## src/rtl/current_mirror_pkg.sv

```systemverilog
// Shared types and constants for the current-mirror bank.
//   cm_state_t  : per-channel ramp state (IDLE / RAMP)
//   K0_DEFAULT  : default offset coefficient of the mirror gain
//   KU_DEFAULT  : default gain per code LSB
//   cm_to_q     : real coefficient -> fixed point with SCALE_FRAC fraction bits
//   cm_scale_q  : channel scale -(K0 + KU*code) in the same fixed-point format
// Currents (pwl values) are signed PWL_W-bit integers in nA.
package current_mirror_pkg;

  typedef enum logic {
    IDLE = 1'b0,
    RAMP = 1'b1
  } cm_state_t;

  localparam real K0_DEFAULT = 0.0;
  localparam real KU_DEFAULT = 0.74;

  localparam int unsigned PWL_W      = 32;
  localparam int unsigned SCALE_FRAC = 24;
  localparam longint      ROUND_HALF = longint'(1) <<< (SCALE_FRAC - 1);

  // Real-to-integer cast rounds to nearest, so 0.74 maps to the closest Q24 value.
  function automatic longint cm_to_q(input real x);
    return longint'(x * 16777216.0);
  endfunction

  function automatic longint cm_scale_q(input longint k0_q, input longint ku_q,
                                        input int unsigned code);
    return -(k0_q + ku_q * longint'(code));
  endfunction

endpackage

```

## src/rtl/cm_ramp_ch.sv

```systemverilog
// One mirror channel: target/code registers, step divider and settled flag.
// Ports:
//   clk, rst  : clock, asynchronous active-high reset
//   en        : channel enable (low forces code to 0, keeps target)
//   accept    : config accept addressed to this channel
//   new_code  : target code carried by the accept
//   code      : currently applied gain code
//   settled   : enabled, idle and code == target
//   busy      : channel is ramping (blocks new accepts)
module cm_ramp_ch
  import current_mirror_pkg::*;
#(
  parameter int unsigned CODE_W   = 4,
  parameter int unsigned RAMP_DIV = 4,
  parameter int unsigned DEF_CODE = 1
) (
  input  logic              clk,
  input  logic              rst,
  input  logic              en,
  input  logic              accept,
  input  logic [CODE_W-1:0] new_code,
  output logic [CODE_W-1:0] code,
  output logic              settled,
  output logic              busy
);

  localparam int unsigned       DIV_W    = (RAMP_DIV > 1) ? $clog2(RAMP_DIV) : 1;
  localparam logic [DIV_W-1:0]  DIV_LAST = DIV_W'(RAMP_DIV - 1);

  cm_state_t         state_q, state_d;
  logic [CODE_W-1:0] target_q, target_d;
  logic [CODE_W-1:0] code_q, code_d;
  logic [DIV_W-1:0]  div_q, div_d;
  logic              en_q;
  logic              settled_q, settled_d;

  always_comb begin
    state_d  = state_q;
    target_d = target_q;
    code_d   = code_q;
    div_d    = div_q;

    if (accept) target_d = new_code;

    if (!en) begin
      code_d  = '0;
      div_d   = '0;
      state_d = IDLE;
    end else if (accept) begin
      div_d   = '0;
      state_d = (new_code != code_q) ? RAMP : IDLE;
    end else if (!en_q) begin
      // Re-enable: code is 0 here, so climb back to the retained target.
      div_d   = '0;
      state_d = (target_q != '0) ? RAMP : IDLE;
    end else if (state_q == RAMP) begin
      if (div_q == DIV_LAST) begin
        div_d  = '0;
        code_d = (target_q > code_q) ? code_q + 1'b1 : code_q - 1'b1;
        if (code_d == target_q) state_d = IDLE;
      end else begin
        div_d = div_q + 1'b1;
      end
    end

    settled_d = (state_d == IDLE) && (code_d == target_d);
  end

  // en_q resets high so a channel enabled through reset does not see a false rising edge.
  always_ff @(posedge clk or posedge rst) begin
    if (rst) begin
      state_q   <= IDLE;
      target_q  <= CODE_W'(DEF_CODE);
      code_q    <= CODE_W'(DEF_CODE);
      div_q     <= '0;
      en_q      <= 1'b1;
      settled_q <= 1'b1;
    end else begin
      state_q   <= state_d;
      target_q  <= target_d;
      code_q    <= code_d;
      div_q     <= div_d;
      en_q      <= en;
      settled_q <= settled_d;
    end
  end

  // Gating with en makes settled follow en during reset and drop as soon as en falls.
  assign settled = settled_q & en;
  assign code    = code_q;
  assign busy    = (state_q == RAMP);

endmodule

```

## src/rtl/current_mirror_bank.sv

```systemverilog
// Multi-channel current-mirror bank with per-channel soft-ramped gain codes.
// out[i] = -(K0 + KU*code[i]) * iref when en[i], else 0.
// Ports:
//   clk, rst            : clock, asynchronous active-high reset
//   vdd, vss            : supplies, pass-through only
//   iref                : reference current (signed nA)
//   cfg_valid/cfg_ready : config handshake; cfg_ch selects channel, cfg_code the target
//   en                  : per-channel enable
//   code                : applied code per channel, channel i at [i*CODE_W +: CODE_W]
//   settled             : per-channel settled flag
//   out                 : mirrored currents, channel i at [i*PWL_W +: PWL_W]
module current_mirror_bank
  import current_mirror_pkg::*;
#(
  parameter int unsigned NCH      = 2,
  parameter int unsigned CODE_W   = 4,
  parameter int unsigned RAMP_DIV = 4,
  parameter int unsigned DEF_CODE = 1,
  parameter real         K0       = K0_DEFAULT,
  parameter real         KU       = KU_DEFAULT,
  localparam int unsigned CH_W    = (NCH > 1) ? $clog2(NCH) : 1
) (
  input  logic                  clk,
  input  logic                  rst,
  input  logic [PWL_W-1:0]      vdd,
  input  logic [PWL_W-1:0]      vss,
  input  logic [PWL_W-1:0]      iref,
  input  logic                  cfg_valid,
  output logic                  cfg_ready,
  input  logic [CH_W-1:0]       cfg_ch,
  input  logic [CODE_W-1:0]     cfg_code,
  input  logic [NCH-1:0]        en,
  output logic [NCH*CODE_W-1:0] code,
  output logic [NCH-1:0]        settled,
  output logic [NCH*PWL_W-1:0]  out
);

  localparam longint K0_Q = cm_to_q(K0);
  localparam longint KU_Q = cm_to_q(KU);

  logic [NCH-1:0] busy;
  logic [NCH-1:0] accept;

  // Out-of-range channels are always ready; their accepts match no channel and vanish.
  always_comb begin
    cfg_ready = 1'b1;
    for (int i = 0; i < NCH; i++) begin
      if (cfg_ch == CH_W'(i)) cfg_ready = !busy[i];
    end
  end

  for (genvar i = 0; i < NCH; i++) begin : g_ch
    logic [CODE_W-1:0]  ch_code;
    logic signed [63:0] scale_q;
    logic signed [63:0] prod;

    assign accept[i] = cfg_valid & cfg_ready & (cfg_ch == CH_W'(i));

    cm_ramp_ch #(
      .CODE_W   (CODE_W),
      .RAMP_DIV (RAMP_DIV),
      .DEF_CODE (DEF_CODE)
    ) u_ch (
      .clk      (clk),
      .rst      (rst),
      .en       (en[i]),
      .accept   (accept[i]),
      .new_code (cfg_code),
      .code     (ch_code),
      .settled  (settled[i]),
      .busy     (busy[i])
    );

    assign code[i*CODE_W +: CODE_W] = ch_code;

    // pwl_add/scale: fixed-point scale times iref, rounded back to nA.
    assign scale_q = cm_scale_q(K0_Q, KU_Q, 32'(ch_code));
    assign prod    = scale_q * 64'($signed(iref));
    assign out[i*PWL_W +: PWL_W] = en[i] ? PWL_W'((prod + ROUND_HALF) >>> SCALE_FRAC) : '0;
  end

endmodule

```

## config.mk

```make
export PLATFORM = sky130hd
export DESIGN_NAME = current_mirror_bank
export DESIGN_NICKNAME = d
export VERILOG_FILES = /design/src/rtl/current_mirror_pkg.sv /design/src/rtl/cm_ramp_ch.sv /design/src/rtl/current_mirror_bank.sv
export SDC_FILE = /design/constraint.sdc
export NUM_CORES = 2
export LEC_CHECK = 0
export CAP_MARGIN = 25
export CELL_PAD_IN_SITES_DETAIL_PLACEMENT = 0
export CELL_PAD_IN_SITES_GLOBAL_PLACEMENT = 1
export CORE_ASPECT_RATIO = 0.7
export CORE_MARGIN = 2
export CORE_UTILIZATION = 47
export DETAILED_ROUTE_END_ITERATION = 7
export MAX_ROUTING_LAYER = met4
export PLACE_DENSITY_LB_ADDON = 0.3
export RECOVER_POWER = 25
export SYNTH_ARGS = -nofsm -noshare
export SYNTH_HDL_FRONTEND = slang
export SYNTH_HIERARCHICAL = 1
export SYNTH_SLANG_ARGS = --single-unit
```

## constraint.sdc

```tcl
create_clock -name clk -period 14.6 [get_ports clk]
set_input_delay 2.92 -clock clk [delete_from_list [all_inputs] [get_ports clk]]
set_output_delay 2.92 -clock clk [all_outputs]
set_load 0.03 [all_outputs]
```

==> Word-level counts from Yosys, hierarchy flattened <==
Cells that the tools add are included.
Widths: inputs -> output; s select.
{ "word_totals": {"out_inout_bits": 75, "wordCells": 95, "input_bits": 106, "ff_bits": 26} }
{ "op_classes": {"n_bitwise": 8, "mux": 43, "magnitude_cmp": 2, "add_sub_neg": 10, "mul": 4, "reduce_logical": 6, "n_eq_ne": 10} }
{ "op_table": {"columns": ["operator", "n"], "rows": [
  ["$mul 64x32->56", 2],
  ["$neg 28->64", 2],
  ["$add 56x25->56 const B", 2],
  ["$mux 32", 2],
  ["$mux 4", 14],
  ["$mul 22x4->26 const A", 2],
  ["$mux 2", 10],
  ["$mux 1", 17],
  ["$eq 4x4->1", 4],
  ["$add 4x1->4 const B", 2],
  ["$gt 4x4->1", 2],
  ["$ne 4x2->1 const B", 2],
  ["$ne 4x4->1", 2],
  ["$reduce_bool 4->1", 2],
  ["$sub 4x1->4 const B", 2],
  ["$and 1x1->1", 5],
  ["$add 2x1->2 const B", 2],
  ["$eq 2x2->1 const B", 2],
  ["$not 1->1", 3],
  ["$logic_and 1x1->1", 2],
  ["$logic_not 1->1", 2]
]} }

==> Depth between registers and ports, before layout <==
{ "logic_depth": {"depth_word": 11, "mapped_depth": 47, "ltp_nobuf": 46} }

==> By module <==
The synthesis kept the hierarchy.
{ "by_module_without_submodules": {"columns": ["mod", "area_per_inst_um2", "instances", "seq_area_each_um2", "cells_per_inst"], "rows": [
  ["current_mirror_bank", 74034.8, 1, 0.0, 8334],
  ["cm_ramp_ch (g_ch[0].u_ch)", 954.7, 1, 330.3, 89],
  ["cm_ramp_ch (g_ch[1].u_ch)", 937.1, 1, 330.3, 89]
]} }

==> Worst setup path after synthesis <==
OpenSTA, ideal clock, no wires.
{ "synth_timing": {"kind": "flip-flop to output port", "start": "register g_ch[0].u_ch.code_q[2]", "end": "output port out[29]", "slack_ps": 389, "n_path_buf": 2, "arrival_ps": 11291, "required_ps": 11680, "stages_incl_launch_ff": 44, "cell_sequence": "dfrtp_1 inv_1 ha_1 ha_1 ha_1 inv_1 fa_1 and3b_1 a211oi_2 xnor2_1 or4_4 or4b_4 nor3_2 nand2b_1 or2_1 clkbuf_1 clkbuf_1 nand2_1 [... 8 more ...] fa_1 fa_1 inv_1 fa_1 fa_1 ha_1 a21o_1 a21o_1 a21oi_1 o21ai_0 a21oi_1 o211ai_1 a21oi_1 o21ai_0 a21o_1 a21oi_1 xnor2_1 and2_1"} }
{ "synth_via": {"elab_chain_cells": 5} }
{ "synth_rtl": {"columns": ["element", "line", "rtl"], "rows": [
  ["start, declared", "cm_ramp_ch.sv:32", "logic [CODE_W-1:0] code_q, code_d;"],
  ["start signal, assigned", "cm_ramp_ch.sv:74", "code_q <= CODE_W'(DEF_CODE);"],
  ["start signal, assigned", "cm_ramp_ch.sv:81", "code_q <= code_d;"],
  ["$mul 22x4->26", "current_mirror_pkg.sv:29", "return -(k0_q + ku_q * longint'(code));"],
  ["$neg 28->64", "current_mirror_pkg.sv:29", null],
  ["$mul 64x32->56", "current_mirror_bank.sv:78", "assign prod = scale_q * 64'($signed(iref));"],
  ["$add 56x25->56", "current_mirror_bank.sv:79", "assign out[i*PWL_W +: PWL_W] = en[i] ? PWL_W'((prod + ROUND_HALF) >>> SCALE_FRAC) : '0;"],
  ["$mux 32", "current_mirror_bank.sv:79", null],
  ["end, declared", "current_mirror_bank.sv:35", "output logic [NCH*PWL_W-1:0] out"]
]} }
Every way passes these cells.

==> Worst setup path after layout <==
{ "layout_timing": {"start": "register g_ch[1].u_ch.code_q[3]", "end": "output port out[57]"} }
{ "layout_via": {"elab_chain_cells": 5} }
{ "layout_rtl": {"columns": ["element", "line"], "rows": [
  ["start, declared", "cm_ramp_ch.sv:32"],
  ["start signal, assigned", "cm_ramp_ch.sv:74"],
  ["start signal, assigned", "cm_ramp_ch.sv:81"],
  ["$mul 22x4->26", "current_mirror_pkg.sv:29"],
  ["$neg 28->64", "current_mirror_pkg.sv:29"],
  ["$mul 64x32->56", "current_mirror_bank.sv:78"],
  ["$add 56x25->56", "current_mirror_bank.sv:79"],
  ["$mux 32", "current_mirror_bank.sv:79"]
]} }
Every way passes these cells.

==> flow_metrics.py <==
metrics = {
    "status": {
        "status": "finished with violations",
        "violations": "setup timing",
    },
    "cts": {
        "clkSlewWorstSetupHoldPaths_ns": 0.07,
        "hold_buffers": 0,
        "clk_path_buf_depth": 2,
        "numCtsBuffers": 3,
        "clk_latency_ns": 0.27,
        "cts_tree": "built",
        "clock_sinks": 26,
        "ctsHtreeMaxLevel": 1,
        "clock-root-buffer": "clkbuf_16",
    },
    "place": {
        "dpl_cell_area_um2": 83500,
        "dp_slack_ns": -0.596,
        "portBuffers": 116,
        "gp_congestion": 0.931,
        "hpwl_um": 186000,
    },
    "sta": {
        "setup_ws_ns": -0.106,
        "rsz0062_at_grt": "yes",
        "finalCriticalPeriod_ns": 14.71,
        "finalClockSkew_ns": 0.00301,
        "fmax_mhz": 68.0,
        "finalCritPeriodShare": 1.01,
        "tightest_slew_ns": 0.875,
        "slew_headroom": 0.416,
        "finalSetupViolations": 3,
        "hold_viol": 0,
        "maxSlewViolCount": 0,
    },
    "drt": {
        "ant_nets": 0,
        "drcViolationCount": 0,
        "drt_iter0_drc": 3444,
        "dr.pass1.iters": 6,
        "postRouteWirelength_um": 215000,
        "vias": 55141,
        "avgRoutedWirePerCell_um": 19.6,
        "avgViaCountPerCell": 5.03,
    },
    "floorplanning": {
        "core-area_um2": 161000,
        "die_area_um2": 165000,
        "start_util": 0.473,
        "io_pins": 181,
        "floorplan.die.height_um": 340,
        "num_rows": 123,
        "dieWidth_um": 484,
    },
    "logic_synthesis": {
        "synth_edf_count": 0,
        "synth.distinct_cells": 99,
        "ys_seq_area_frac": 0.00870,
        "synth_top_area_cell": "fa_1",
        "ys_async_sr_fraction": 1.00,
        "syn_avg_cell_area_um2": 8.92,
        "yosysWarningCount": 6,
        "synth_cells": 8512,
        "yosys_most_used_dff": "dfrtp_1",
        "synth_top_area_frac": 0.562,
        "synth.area.top_cells": "fa_1 56%, inv_1 13%, ha_1 7.1%",
        "syn-cell-area_um2": 75900,
        "synth_nets": 11180,
        "netlist_top_cells_count": "2,542 x inv_1, 2,130 x fa_1, 1,248 x nand2_1",
        "synth_most_common_cell": "inv_1",
        "ys_ff_latch": 26,
    },
    "critical_path": {
        "cp_common_cell": "fa_1",
        "worst-path-max-fanout": 19,
        "crit_arrival_ns": 11.79,
        "crit_path_max_incr_delay_ns": 0.58,
        "criticalPathCategory": "reg -> out",
        "crit_path_end_kind": "output port",
        "cpMaxStageDelayCell": "or4_4",
        "r2r_setup_slack_ns": 10.60,
        "cp_data_required_time_ns": 11.68,
        "reg2reg_to": "g_ch[0].u_ch/settled_q",
        "worstRegToRegCells": 12,
        "start_kind": "flip-flop",
        "r2r-start": "g_ch[0].u_ch/code[0]",
    },
    "min_path": {
        "hold_start": "g_ch[0].u_ch/div_q[1]",
        "hold_depth": 2,
        "min_to": "g_ch[0].u_ch/div_q[1]",
        "hp-class": "reg -> reg",
    },
    "global_routing": {
        "track_usage": 0.279,
        "antenna_found_initial": 13,
        "grt_max_degree": 54,
        "grt_pass1_wl_um": 343000,
        "grt_overflow": 0,
        "first_global_vias": 59938,
    },
    "final_layout": {
        "layout.nets": 11495,
        "stdcell_area_um2": 85200,
        "drive_gt1_frac": 0.117,
        "area_delta_synth_final_pct": 12.3,
    },
    "power_and_ir_drop": {
        "power.density_nw_per_um2": 11.5,
        "leakagePower_nw": 44.3,
        "peakVddDrop_mv": 0.0300,
    },
    "job": {
        "cap_violations": 0,
    },
}
stage by stage:
step,setup TNS (ns),hold slack (ns),std cells,total power (W),util
5_1_grt,-2.41,0.597,10959,0.00106,0.531
6_report,-0.238,0.542,10961,0.000983,0.531
2_1_floorplan,0,0.490,8512,0.000555,-
4_1_cts,-0.222,0.547,10919,0.000966,0.524
3_5_place_dp,-1.77,0.532,10905,0.000890,0.520
3_3_place_gp,-0.946,0.507,10905,0.000880,0.520
power breakdown:
part            total, W  internal, W  switching [W]
registers      0.0000877    0.0000800     0.00000778
logic           0.000831     0.000331       0.000500
clock network  0.0000639    0.0000365      0.0000274
total           0.000983     0.000448       0.000535
worst max-delay path: cells and delay by family (launching register included):
family	cells	cell delay (ns)
AND/OR/NAND/NOR	10	2.29
buffers and inverters	13	1.50
adder cells (fa/ha/maj)	12	5.53
XOR/XNOR	1	0.21
flip-flops	1	0.43
AO/OA/AOI/OAI	9	1.50
repair_timing:
item / in CTS / in global routing
resized for setup: 96 / 187
pin swaps: 44 / 119
endpoints found under the setup margin: 24 / 33
hold endpoints to repair: 0 / 0
setup buffers: 10 / 31
gates cloned: 1 / 3
cell type report:
class / count / area, µm²
fill: 14959 / 75300
multi-input combinational: 5497 / 65500
inverter: 2543 / 9550
timing repair buffer: 756 / 6780
tap: 2125 / 2660
sequential: 26 / 666
clock buffer: 3 / 75.1
antenna: 11 / 27.5
state kept, by name (all words and copies together) (netlist names):
register	cells
g_ch.u_ch/code	8
g_ch.u_ch/settled_q	2
g_ch.u_ch/en_q	2
g_ch.u_ch/busy	2
g_ch.u_ch/div_q	4
g_ch.u_ch/target_q	8
routing by layer:
metal,global-route usage,up-vias,wire [µm]
li1,-,24423,-
met1,0.402,28834,97100
met2,0.412,1669,95100
met3,0.0563,215,18500
met4,0.0526,0,4640
met5,-,-,0
how the worst max path moves through the flow:
stage                         start       to  slack [ns]  cells after the start
2_1_floorplan  g_ch[0].u_ch/code[2]  out[29]        0.39                     43
3_3_place_gp   g_ch[0].u_ch/code[1]  out[31]       -0.44                     42
6_report       g_ch[1].u_ch/code[3]  out[57]       -0.11                     45
5_1_grt        g_ch[0].u_ch/code[1]  out[31]       -0.42                     39
3_5_place_dp   g_ch[0].u_ch/code[1]  out[31]       -0.60                     42
4_1_cts        g_ch[0].u_ch/code[2]  out[31]       -0.11                     45
kinds of logic (layout without fill, tap and decap cells):
family | after synthesis | after routing | synth area share
and+or+nand+nor | 2394 | 2394 | 0.154
muxes | 15 | 15 | 0.00208
adders and majority gates | 2565 | 2565 | 0.633
other | 0 | 11 | 0
buffers and inverters | 2989 | 3302 | 0.148
xor gates and xnor gates | 231 | 231 | 0.0275
DFF | 26 | 26 | 0.00870
AOI/OAI and AO/OA | 292 | 292 | 0.0262
layout by cell type (no fill, tap or decap), types with 50 or more instances in the layout:
cell type,count
xnor2_1,127
fa_1,2117
a21oi_1,60
and3_1,54
and2_1,732
nand2_1,1235
buf_4,593
ha_1,403
xor2_1,50
buf_12,74
nor2_1,88
inv_1,2520
(Power assumes the default switching activity.)
